### src/rtl/ifetch_step_unit.sv
// Instruction-fetch front end: holds the PC, fetches one word at a time from a
// handshaked instruction memory, and offers it to the CPU. It either free-runs
// or, in single-step mode, lets each debounced press of key_ok release one fetch.
//
// Handshake rules (both interfaces):
//   - imem: imem_req rises and stays high, with imem_addr stable, until the
//     cycle in which imem_ack=1. imem_rdata is only looked at in that cycle.
//   - CPU:  instr_valid stays high and instr_out/pc_out stay frozen until the
//     edge at which instr_valid & instr_ready are both 1. That edge is the
//     transfer; instr_valid drops after it.
module ifetch_step_unit #(
  parameter int              PC_W       = 16,
  parameter int              INSTR_W    = 32,
  parameter int              DEB_CYCLES = 4,
  parameter logic [PC_W-1:0] RESET_PC   = '0
) (
  input  logic               clk,
  input  logic               rst,
  input  logic               key_ok,
  input  logic               run_mode,
  input  logic               load_pc,
  input  logic [PC_W-1:0]    data_in,
  input  logic               branch_take,
  input  logic [PC_W-1:0]    offset,
  output logic               imem_req,
  output logic [PC_W-1:0]    imem_addr,
  input  logic               imem_ack,
  input  logic [INSTR_W-1:0] imem_rdata,
  output logic               instr_valid,
  input  logic               instr_ready,
  output logic [INSTR_W-1:0] instr_out,
  output logic [PC_W-1:0]    pc_out,
  output logic [1:0]         dbg_state
);

  typedef enum logic [1:0] {
    WAIT_STEP = 2'd0,
    REQ       = 2'd1,
    HOLD      = 2'd2
  } state_t;

  localparam int             CNT_W    = $clog2(DEB_CYCLES + 1);
  localparam logic [CNT_W-1:0] CNT_LAST = CNT_W'(DEB_CYCLES - 1);

  state_t            state;
  state_t            state_n;
  logic [PC_W-1:0]   pc;
  logic [PC_W-1:0]   next_pc;
  logic              sync1;
  logic              sync2;
  logic              filt;
  logic [CNT_W-1:0]  deb_cnt;
  logic              step_pulse;
  logic              capture;
  logic              consume;

  // Synchronise key_ok, accept a level change only after DEB_CYCLES
  // consecutive differing samples, and pulse once on each accepted press.
  always_ff @(posedge clk) begin
    if (!rst) begin
      sync1      <= 1'b1;
      sync2      <= 1'b1;
      filt       <= 1'b1;
      deb_cnt    <= '0;
      step_pulse <= 1'b0;
    end else begin
      sync1      <= key_ok;
      sync2      <= sync1;
      step_pulse <= 1'b0;
      if (sync2 != filt) begin
        if (deb_cnt == CNT_LAST) begin
          filt       <= sync2;
          deb_cnt    <= '0;
          // Key is active-low: only the 1->0 acceptance is a press.
          step_pulse <= ~sync2;
        end else begin
          deb_cnt <= deb_cnt + 1'b1;
        end
      end else begin
        deb_cnt <= '0;
      end
    end
  end

  assign capture = (state == REQ) && imem_ack;
  assign consume = (state == HOLD) && instr_valid && instr_ready;

  // State register.
  always_ff @(posedge clk) begin
    if (!rst) begin
      state <= WAIT_STEP;
    end else begin
      state <= state_n;
    end
  end

  // Next-state logic; step pulses seen outside WAIT_STEP are simply dropped.
  always_comb begin
    state_n = state;
    case (state)
      WAIT_STEP: if (run_mode || step_pulse) state_n = REQ;
      REQ:       if (imem_ack)               state_n = HOLD;
      HOLD:      if (consume)                state_n = run_mode ? REQ : WAIT_STEP;
      default:                               state_n = WAIT_STEP;
    endcase
  end

  // Next PC on consume: absolute load beats branch beats sequential.
  always_comb begin
    next_pc = pc_out + 1'b1;
    if (load_pc) begin
      next_pc = data_in;
    end else if (branch_take) begin
      next_pc = pc_out + 1'b1 + offset;
    end
  end

  // PC and CPU-side output registers.
  always_ff @(posedge clk) begin
    if (!rst) begin
      pc          <= RESET_PC;
      instr_valid <= 1'b0;
      instr_out   <= '0;
      pc_out      <= RESET_PC;
    end else begin
      // A load while parked takes effect before the fetch it launches.
      if ((state == WAIT_STEP) && load_pc) begin
        pc <= data_in;
      end
      if (capture) begin
        instr_out   <= imem_rdata;
        pc_out      <= pc;
        instr_valid <= 1'b1;
      end
      if (consume) begin
        pc          <= next_pc;
        instr_valid <= 1'b0;
      end
    end
  end

  assign imem_req  = (state == REQ);
  assign imem_addr = pc;
  assign dbg_state = state;

endmodule
### config.mk
export PLATFORM = sky130hd
export DESIGN_NAME = ifetch_step_unit
export DESIGN_NICKNAME = d
export VERILOG_FILES = /design/src/rtl/ifetch_step_unit.sv
export SDC_FILE = /design/constraint.sdc
export NUM_CORES = 1
export LEC_CHECK = 0
export ABC_AREA = 1
export CORE_MARGIN = 2
export CORE_UTILIZATION = 41
export DETAILED_ROUTE_END_ITERATION = 16
export PLACE_DENSITY = 0.79
export SYNTH_ARGS = -nofsm -noshare
export SYNTH_HDL_FRONTEND = slang
export SYNTH_SLANG_ARGS = --single-unit
### constraint.sdc
create_clock -name clk -period 2 [get_ports clk]
set_input_delay 0.4 -clock clk [delete_from_list [all_inputs] [get_ports clk]]
set_output_delay 0.4 -clock clk [all_outputs]
set_load 0.03 [all_outputs]
==> results of run 1 <==
## worst max-delay path: stages, from the launching register on
cell	delay (ns)
dfxtp_4	0.38
nand2_4	0.07
nor2_4	0.20
buf_4	0.19
nand2_4	0.08
xor2_4	0.17
ha_4	0.29
nand2_1	0.07
buf_4	0.13
nor2_1	0.16
nand2_2	0.10
o21ai_1	0.21
nand2_1	0.10
nand2_1	0.09
o21ai_1	0.07
a21oi_1	0.20
## where the power goes
group	internal, mW	switching (mW)	total [mW]
Combinational	0.754	0.916	1.67
Clock	0.534	0.597	1.13
Sequential	1.58	0.0887	1.67
## metrics by stage
| step | setup TNS [ns] | std cells | area [µm²] |
|---|---|---|---|
| global placement | -4.54 | 903 | 6240 |
| CTS | -3.09 | 931 | 6910 |
| detailed placement | -5.35 | 903 | 6240 |
| global route | -5.90 | 937 | 7270 |
| finish | -4.71 | 937 | 7270 |
| floorplan | -1.02 | 579 | 4180 |
## cell families after synthesis
family                   after synthesis  synth area share, %
AO/OA/AOI/OAI                        157                 20.4
adder cells (fa/ha/maj)               23                 7.24
AND/OR/NAND/NOR                      226                 24.3
buffers and inverters                 81                 7.88
XOR/XNOR                              18                 3.87
flip-flops                            74                 36.3
## placed cells by master, fill, tap and decap left out, drive strengths merged
cell,count
a211oi,1
a21boi,1
a21o,1
a21oi,94
a221oi,1
and3,1
buf,99
clkbuf,10
clkdlybuf4s50,137
clkinv,4
clkinvlp,1
dfxtp,74
dlymetal6s2s,1
fa,1
ha,22
inv,54
nand2,116
nand3,63
nand4,4
nor2,34
nor3,4
o211ai,1
o21a,1
o21ai,49
o21bai,8
or2,4
xnor2,1
xor2,17
## metal layers
layer	GRT usage (%)	share of wire (%)
met4	8.98	5.3
met5	0	0
met3	7.61	8.8
met1	31.5	37
met2	49.1	49
## cell usage after synthesis (2+ instances only)
library cell,n,area (µm²)
clkbuf_1,19,71.3
a21oi_2,2,17.5
nand3_1,63,315
nand2_2,3,18.8
nor2_4,3,33.8
buf_1,2,7.51
or2_2,4,25.0
xor2_1,17,149
o21ai_1,3,15.0
a21oi_1,92,460
ha_1,22,275
inv_1,52,195
nor2_1,29,109
buf_2,5,25.0
o21ai_0,45,225
dfxtp_1,74,1480
nand4_1,4,25.0
o21bai_1,8,60.1
nor2_2,2,12.5
nor3_1,4,20.0
nand2_1,113,424
## worst max-delay path by stage
| stage | slack [ns] | end | cells past startpoint | start |
|---|---|---|---|---|
| floorplan | -0.25 | imem_addr[15]$_SDFFE_PN0P_ | 19 | pc_out[5]$_SDFFE_PN0P_ |
| global placement | -0.44 | imem_addr[12]$_SDFFE_PN0P_ | 14 | offset[0] |
| finish | -0.60 | imem_addr[13]$_SDFFE_PN0P_ | 15 | pc_out[5]$_SDFFE_PN0P_ |
| CTS | -0.40 | imem_addr[15]$_SDFFE_PN0P_ | 20 | pc_out[3]$_SDFFE_PN0P_ |
| global route | -0.74 | imem_addr[14]$_SDFFE_PN0P_ | 16 | pc_out[5]$_SDFFE_PN0P_ |
| detailed placement | -0.51 | imem_addr[15]$_SDFFE_PN0P_ | 19 | pc_out[6]$_SDFFE_PN0P_ |
## state kept, by name, indices dropped and copies added, names as in the netlist
| register | flops |
|---|---|
| sync2 | 1 |
| dbg_state | 2 |
| pc_out | 16 |
| imem_addr | 16 |
| filt | 1 |
| instr_out | 32 |
| instr_valid | 1 |
| deb_cnt | 3 |
| sync1 | 1 |
| step_pulse | 1 |
## cell type report
type                       count  area [µm²]
clock buffer                  10         149
timing repair buffer         237        2210
inverter                      53         201
fill                         650        2460
multi-input combinational    424        2980
clock inverter                 6        47.5
sequential                    74        1510
tap                          133         166
## what timing repair did
| action | 4_1_cts | 5_1_grt |
|---|---|---|
| setup endpoints to repair | 13 | 14 |
| resized for setup | 82 | 70 |
| pin swaps | 48 | 65 |
| buffers inserted | 13 | 6 |
| hold endpoints to repair | 0 | 0 |
| gates cloned | 0 | 0 |
==> impl_metrics.py, run 1 <==
metrics = {
    "clock_tree": {
        "h-tree-depth": 3,
        "insertion_delay_ns": 0.35,
        "clk_path_buf_depth": 2,
        "clock_tree.root_cell": "clkbuf_8",
        "hold_buffers": 0,
        "cts_tree": "yes",
        "cts_made_buffers": 9,
        "path_clk_slew_ns": 0.08,
        "cts.sinks": 74,
    },
    "logic_synthesis": {
        "synth_edf_count": 0,
        "synth_cell_types": 34,
        "synth_fp_nets": 674,
        "synth_seq_cells": 74,
        "synth_top_flop_cell": "dfxtp_1",
        "synth_area_um2": 4080,
        "syn_avg_cell_area_um2": 7.04,
        "netlist_instances": 579,
        "async_flop_share_pct": 0,
        "yosys_warnings": 0,
        "ys_seq_area_share_pct": 36.3,
    },
    "routing": {
        "wl_mm": 17.0,
        "drt_iter0_markers": 341,
        "drc": 0,
        "firstDrtPassIters": 5,
        "routed_via_density": 5.57,
        "vias": 5221,
        "wl_per_cell_um": 18.1,
        "ant_nets": 0,
    },
    "worst_hold_path": {
        "hold_end": "deb_cnt[0]$_SDFF_PP0_",
        "hold_depth": 1,
        "worstHoldStart": "deb_cnt[0]$_SDFF_PP0_",
        "hp-class": "reg -> reg",
    },
    "floorplan": {
        "die_x_um": 104,
        "ios": 140,
        "coreArea_um2": 9730,
        "die_h_um": 104,
        "start_util_pct": 41.9,
        "die_area_um2": 10800,
        "fp-row-count": 36,
    },
    "layout": {
        "drive_above_1_share_pct": 31.7,
        "diodes": 0,
        "final_core_util_pct": 74.7,
        "syn_to_final_growth_pct": 78.2,
        "num-nets-final": 894,
    },
    "run_status": {
        "violations": "setup timing",
        "status": "finished with violations",
    },
    "timing": {
        "slew_viol_final": 0,
        "hold_slack_ns": 0.424,
        "fmax_mhz": 384,
        "setup_viol": 13,
        "setup_ws_ns": -0.604,
        "rsz0062_at_grt": "true",
        "layout_min_cycle_time_ns": 2.60,
        "worstMarginPinSlew_ns": 0.403,
        "fin_crit_sh_pct": 130,
        "final-hold-violation-count": 0,
        "finClkSkew_ns": 0.00737,
        "relSlewSlack_pct": 73.1,
    },
    "setup_path": {
        "cp.required_ns": 2.26,
        "r2r_end": "imem_addr[13]$_SDFFE_PN0P_",
        "crit_fanout": 4,
        "start_kind": "flop",
        "crit_path_end_kind": "flop",
        "critPathKind": "reg -> reg",
        "timing.rr.start": "pc_out[5]$_SDFFE_PN0P_",
        "worstPathArrival_ns": 2.86,
        "worst-r2r-setup-slack_ns": -0.60,
        "reg2reg_depth": 15,
    },
    "placed_design": {
        "place_ws_ns": -0.506,
        "place.gp.congestion": 0.929,
        "port_buffers": 139,
        "dpl.hpwl_mm": 10.8,
    },
    "power": {
        "power_mw": 4.47,
        "power_density_nw_per_um2": 615,
        "ir_drop_mv": 0.491,
        "leakagePower_nw": 2.96,
    },
    "global_route": {
        "grt_pass1_wl_mm": 24.1,
        "antenna_found_initial": 0,
        "grt_overflow": 0,
        "grt_pass1_vias": 4977,
        "grt_max_degree": 38,
        "grt_use_total_pct": 27.4,
    },
    "job": {
        "maxCapViolCount": 0,
    },
}
No activity file was read; power rests on OpenSTA's default activity.
==> run 2, diff against run 1 <==
CORE_MARGIN = unset   (was 2)
CORE_UTILIZATION = 32   (was 41)
PLACE_DENSITY = 0.65   (was 0.79)
==> run 2 against run 1 <==
Compared with the run above: the flow still finishes with violations (setup timing); largest power group unchanged; final cell count is 3.6% higher; sequential share of layout area decreased by 0.054 points; critical endpoint is now imem_addr[15]$_SDFFE_PN0P_; worst setup slack improved by 0.21 ns; largest cell class unchanged.
==> impl_metrics.py, run 2 (same netlist as run 1, synthesis figures left out) <==
metrics = {
    "routing": {
        "wl_mm": 14.9,
        "wl_met3_um": 822,
        "routed_via_density": 4.95,
        "ant_nets": 0,
        "wl_per_cell_um": 15.3,
        "firstDrtPassIters": 5,
        "vias": 4805,
        "wl_met2_mm": 7.48,
        "drc": 0,
        "top_layer": "met4",
        "m1WireLength_mm": 6.33,
        "drt_iter0_markers": 279,
    },
    "timing": {
        "fin_crit_sh_pct": 120,
        "setup_viol": 13,
        "setup_ws_ns": -0.391,
        "relSlewSlack_pct": 65.4,
        "layout_min_cycle_time_ns": 2.39,
        "fmax_mhz": 418,
        "worstMarginPinSlew_ns": 0.519,
        "final-hold-violation-count": 0,
        "finClkSkew_ns": 0.00555,
        "slew_viol_final": 0,
        "rsz0062_at_grt": "true",
    },
    "placed_design": {
        "port_buffers": 139,
        "dpl_cell_area_um2": 6330,
        "place.gp.congestion": 0.931,
        "dp_cells": 942,
        "dpl.hpwl_mm": 11.0,
    },
    "clock_tree": {
        "cts_tree": "yes",
        "clock_tree.root_cell": "clkbuf_16",
        "clk_path_buf_depth": 2,
        "hold_buffers": 0,
        "h-tree-depth": 3,
        "path_clk_slew_ns": 0.06,
        "cts.sinks": 74,
        "cts_made_buffers": 9,
        "insertion_delay_ns": 0.33,
    },
    "run_status": {
        "violations": "setup timing",
        "status": "finished with violations",
    },
    "setup_path": {
        "r2r_end": "imem_addr[15]$_SDFFE_PN0P_",
        "reg2reg_depth": 17,
        "crit_fanout": 4,
        "critPathKind": "reg -> reg",
        "setup.worst_path.start": "pc_out[10]$_SDFFE_PN0P_",
        "start_kind": "flop",
        "crit_buf_inv": 3,
        "crit_path_end_kind": "flop",
        "path_cells": "inv_1, nor3_2, nand3_2, xor2_2, inv_1, ha_4, nand2_4, nor2_4, and3_4, nand2_2, nand2_2, inv_1, nand2_1, nand3_2, nand2_1, nand2_1, a21oi_2",
        "timing.rr.start": "pc_out[10]$_SDFFE_PN0P_",
        "cp_top_family": "simple AND/OR/NAND/NOR gates",
        "crit_path_top_delay_cell": "dfxtp_2",
        "worst-r2r-setup-slack_ns": -0.39,
        "worstPathArrival_ns": 2.66,
        "cp.required_ns": 2.27,
        "slowest_delay_ns": 0.38,
    },
    "power": {
        "netSwitchingPower_mw": 1.51,
        "leakagePower_nw": 2.97,
        "pwr-share-seq_pct": 35.4,
        "ir_drop_mv": 0.457,
        "pwr-share-clk_pct": 31.2,
        "sw_frac_of_total_pct": 31.9,
        "p_int_mw": 3.21,
        "power_density_nw_per_um2": 648,
        "p_comb_share_pct": 33.5,
    },
    "worst_hold_path": {
        "hp-class": "reg -> reg",
        "worstHoldStart": "sync1$_SDFF_PN1_",
        "hold_depth": 1,
        "hold_end": "sync2$_SDFF_PN1_",
    },
    "global_route": {
        "grt_pass1_wl_mm": 23.3,
        "grt_overflow": 0,
        "grt_pass1_vias": 4761,
        "antenna_found_initial": 0,
        "grt_use_total_pct": 22.6,
        "grt_max_degree": 50,
    },
    "floorplan": {
        "die_h_um": 115,
        "coreArea_um2": 12200,
        "fp-row-count": 40,
        "die_area_um2": 13200,
        "die_x_um": 115,
        "ios": 140,
        "start_util_pct": 33.4,
    },
    "job": {
        "maxCapViolCount": 0,
    },
    "layout": {
        "fin_area_um2": 7290,
        "layout_commonest_cell": "clkdlybuf4s50_1",
        "syn_to_final_growth_pct": 78.6,
        "num-nets-final": 895,
        "largest_reg_flops": 32,
        "diodes": 0,
        "drive_above_1_share_pct": 29.4,
        "mostFrequentLayoutCells": "clkdlybuf4s50_1 (137), buf_4 (90), nand2_1 (86)",
        "largest_register": "instr_out",
        "fin_cells": 971,
        "final_core_util_pct": 59.7,
    },
}
-- run 2: changes by cell type in the layout (fill, tap and decap cells not counted), moves of 3 or more --
cell       before  now
buf_6          16    7
nand3_2        11    7
clkbuf_8        9    2
inv_2          14    8
clkbuf_16       1    9
a21oi_4         4    1
clkbuf_1        0    3
nor2_1         16   20
buf_4          81   90
inv_1          38   43
-- run 2: worst reg2reg max path, stage by stage, from the launching register on --
cell and delay (ns):
dfxtp_2 0.38, inv_1 0.09, nor3_2 0.28, nand3_2 0.14, xor2_2 0.20, inv_1 0.09, ha_4 0.29, nand2_4 0.05
nor2_4 0.10, and3_4 0.18, nand2_2 0.04, nand2_2 0.06, inv_1 0.04, nand2_1 0.06, nand3_2 0.07, nand2_1 0.07
nand2_1 0.06, a21oi_2 0.12
-- run 2: final cells by class --
cell class / instances / area [µm²]
timing repair buffer: 238 / 2190
tap: 168 / 210
fill: 1105 / 4930
clock buffer: 14 / 264
inverter: 53 / 209
multi-input combinational: 424 / 2900
sequential: 74 / 1510
-- run 2: metal layers --
| metal | vias to the layer above | global-route usage (%) |
|---|---|---|
| met5 | - | 0 |
| met4 | 0 | 6.15 |
| met3 | 24 | 5.69 |
| met2 | 153 | 39.8 |
| met1 | 2254 | 27.2 |
| li1 | 2374 | - |
-- run 2: power groups by stage --
stage | Sequential (mW) | Clock, mW | Combinational [mW]
finish | 1.67 | 1.47 | 1.58
global route | 1.68 | 1.56 | 1.70
CTS | 1.66 | 1.50 | 1.47
detailed placement | 1.69 | 0 | 1.39
global placement | 1.69 | 0 | 1.37
floorplan | 1.88 | 0 | 0.501
-- run 2: timing repair --
action	4_1_cts	5_1_grt
pin swaps	31	51
resized for setup	57	70
buffers inserted	8	8
endpoints found under the setup margin	13	14
-- run 2: through the flow --
| step | hold slack (ns) | setup TNS (ns) | worst slack (ns) | total power [mW] |
|---|---|---|---|---|
| finish | 0.412 | -3.60 | -0.391 | 4.72 |
| global route | 0.433 | -5.22 | -0.525 | 4.94 |
| CTS | 0.420 | -3.54 | -0.398 | 4.64 |
| detailed placement | 0.412 | -5.28 | -0.519 | 3.08 |
| global placement | 0.400 | -4.89 | -0.481 | 3.06 |
| floorplan | 0.393 | -1.02 | -0.250 | 2.38 |
-- run 2: worst max path at each step --
stage | depth (start not counted) | slack (ns) | to
global route | 17 | -0.52 | imem_addr[15]$_SDFFE_PN0P_
global placement | 14 | -0.48 | imem_addr[12]$_SDFFE_PN0P_
CTS | 18 | -0.40 | imem_addr[15]$_SDFFE_PN0P_
finish | 17 | -0.39 | imem_addr[15]$_SDFFE_PN0P_
detailed placement | 14 | -0.52 | imem_addr[12]$_SDFFE_PN0P_
floorplan | 19 | -0.25 | imem_addr[15]$_SDFFE_PN0P_
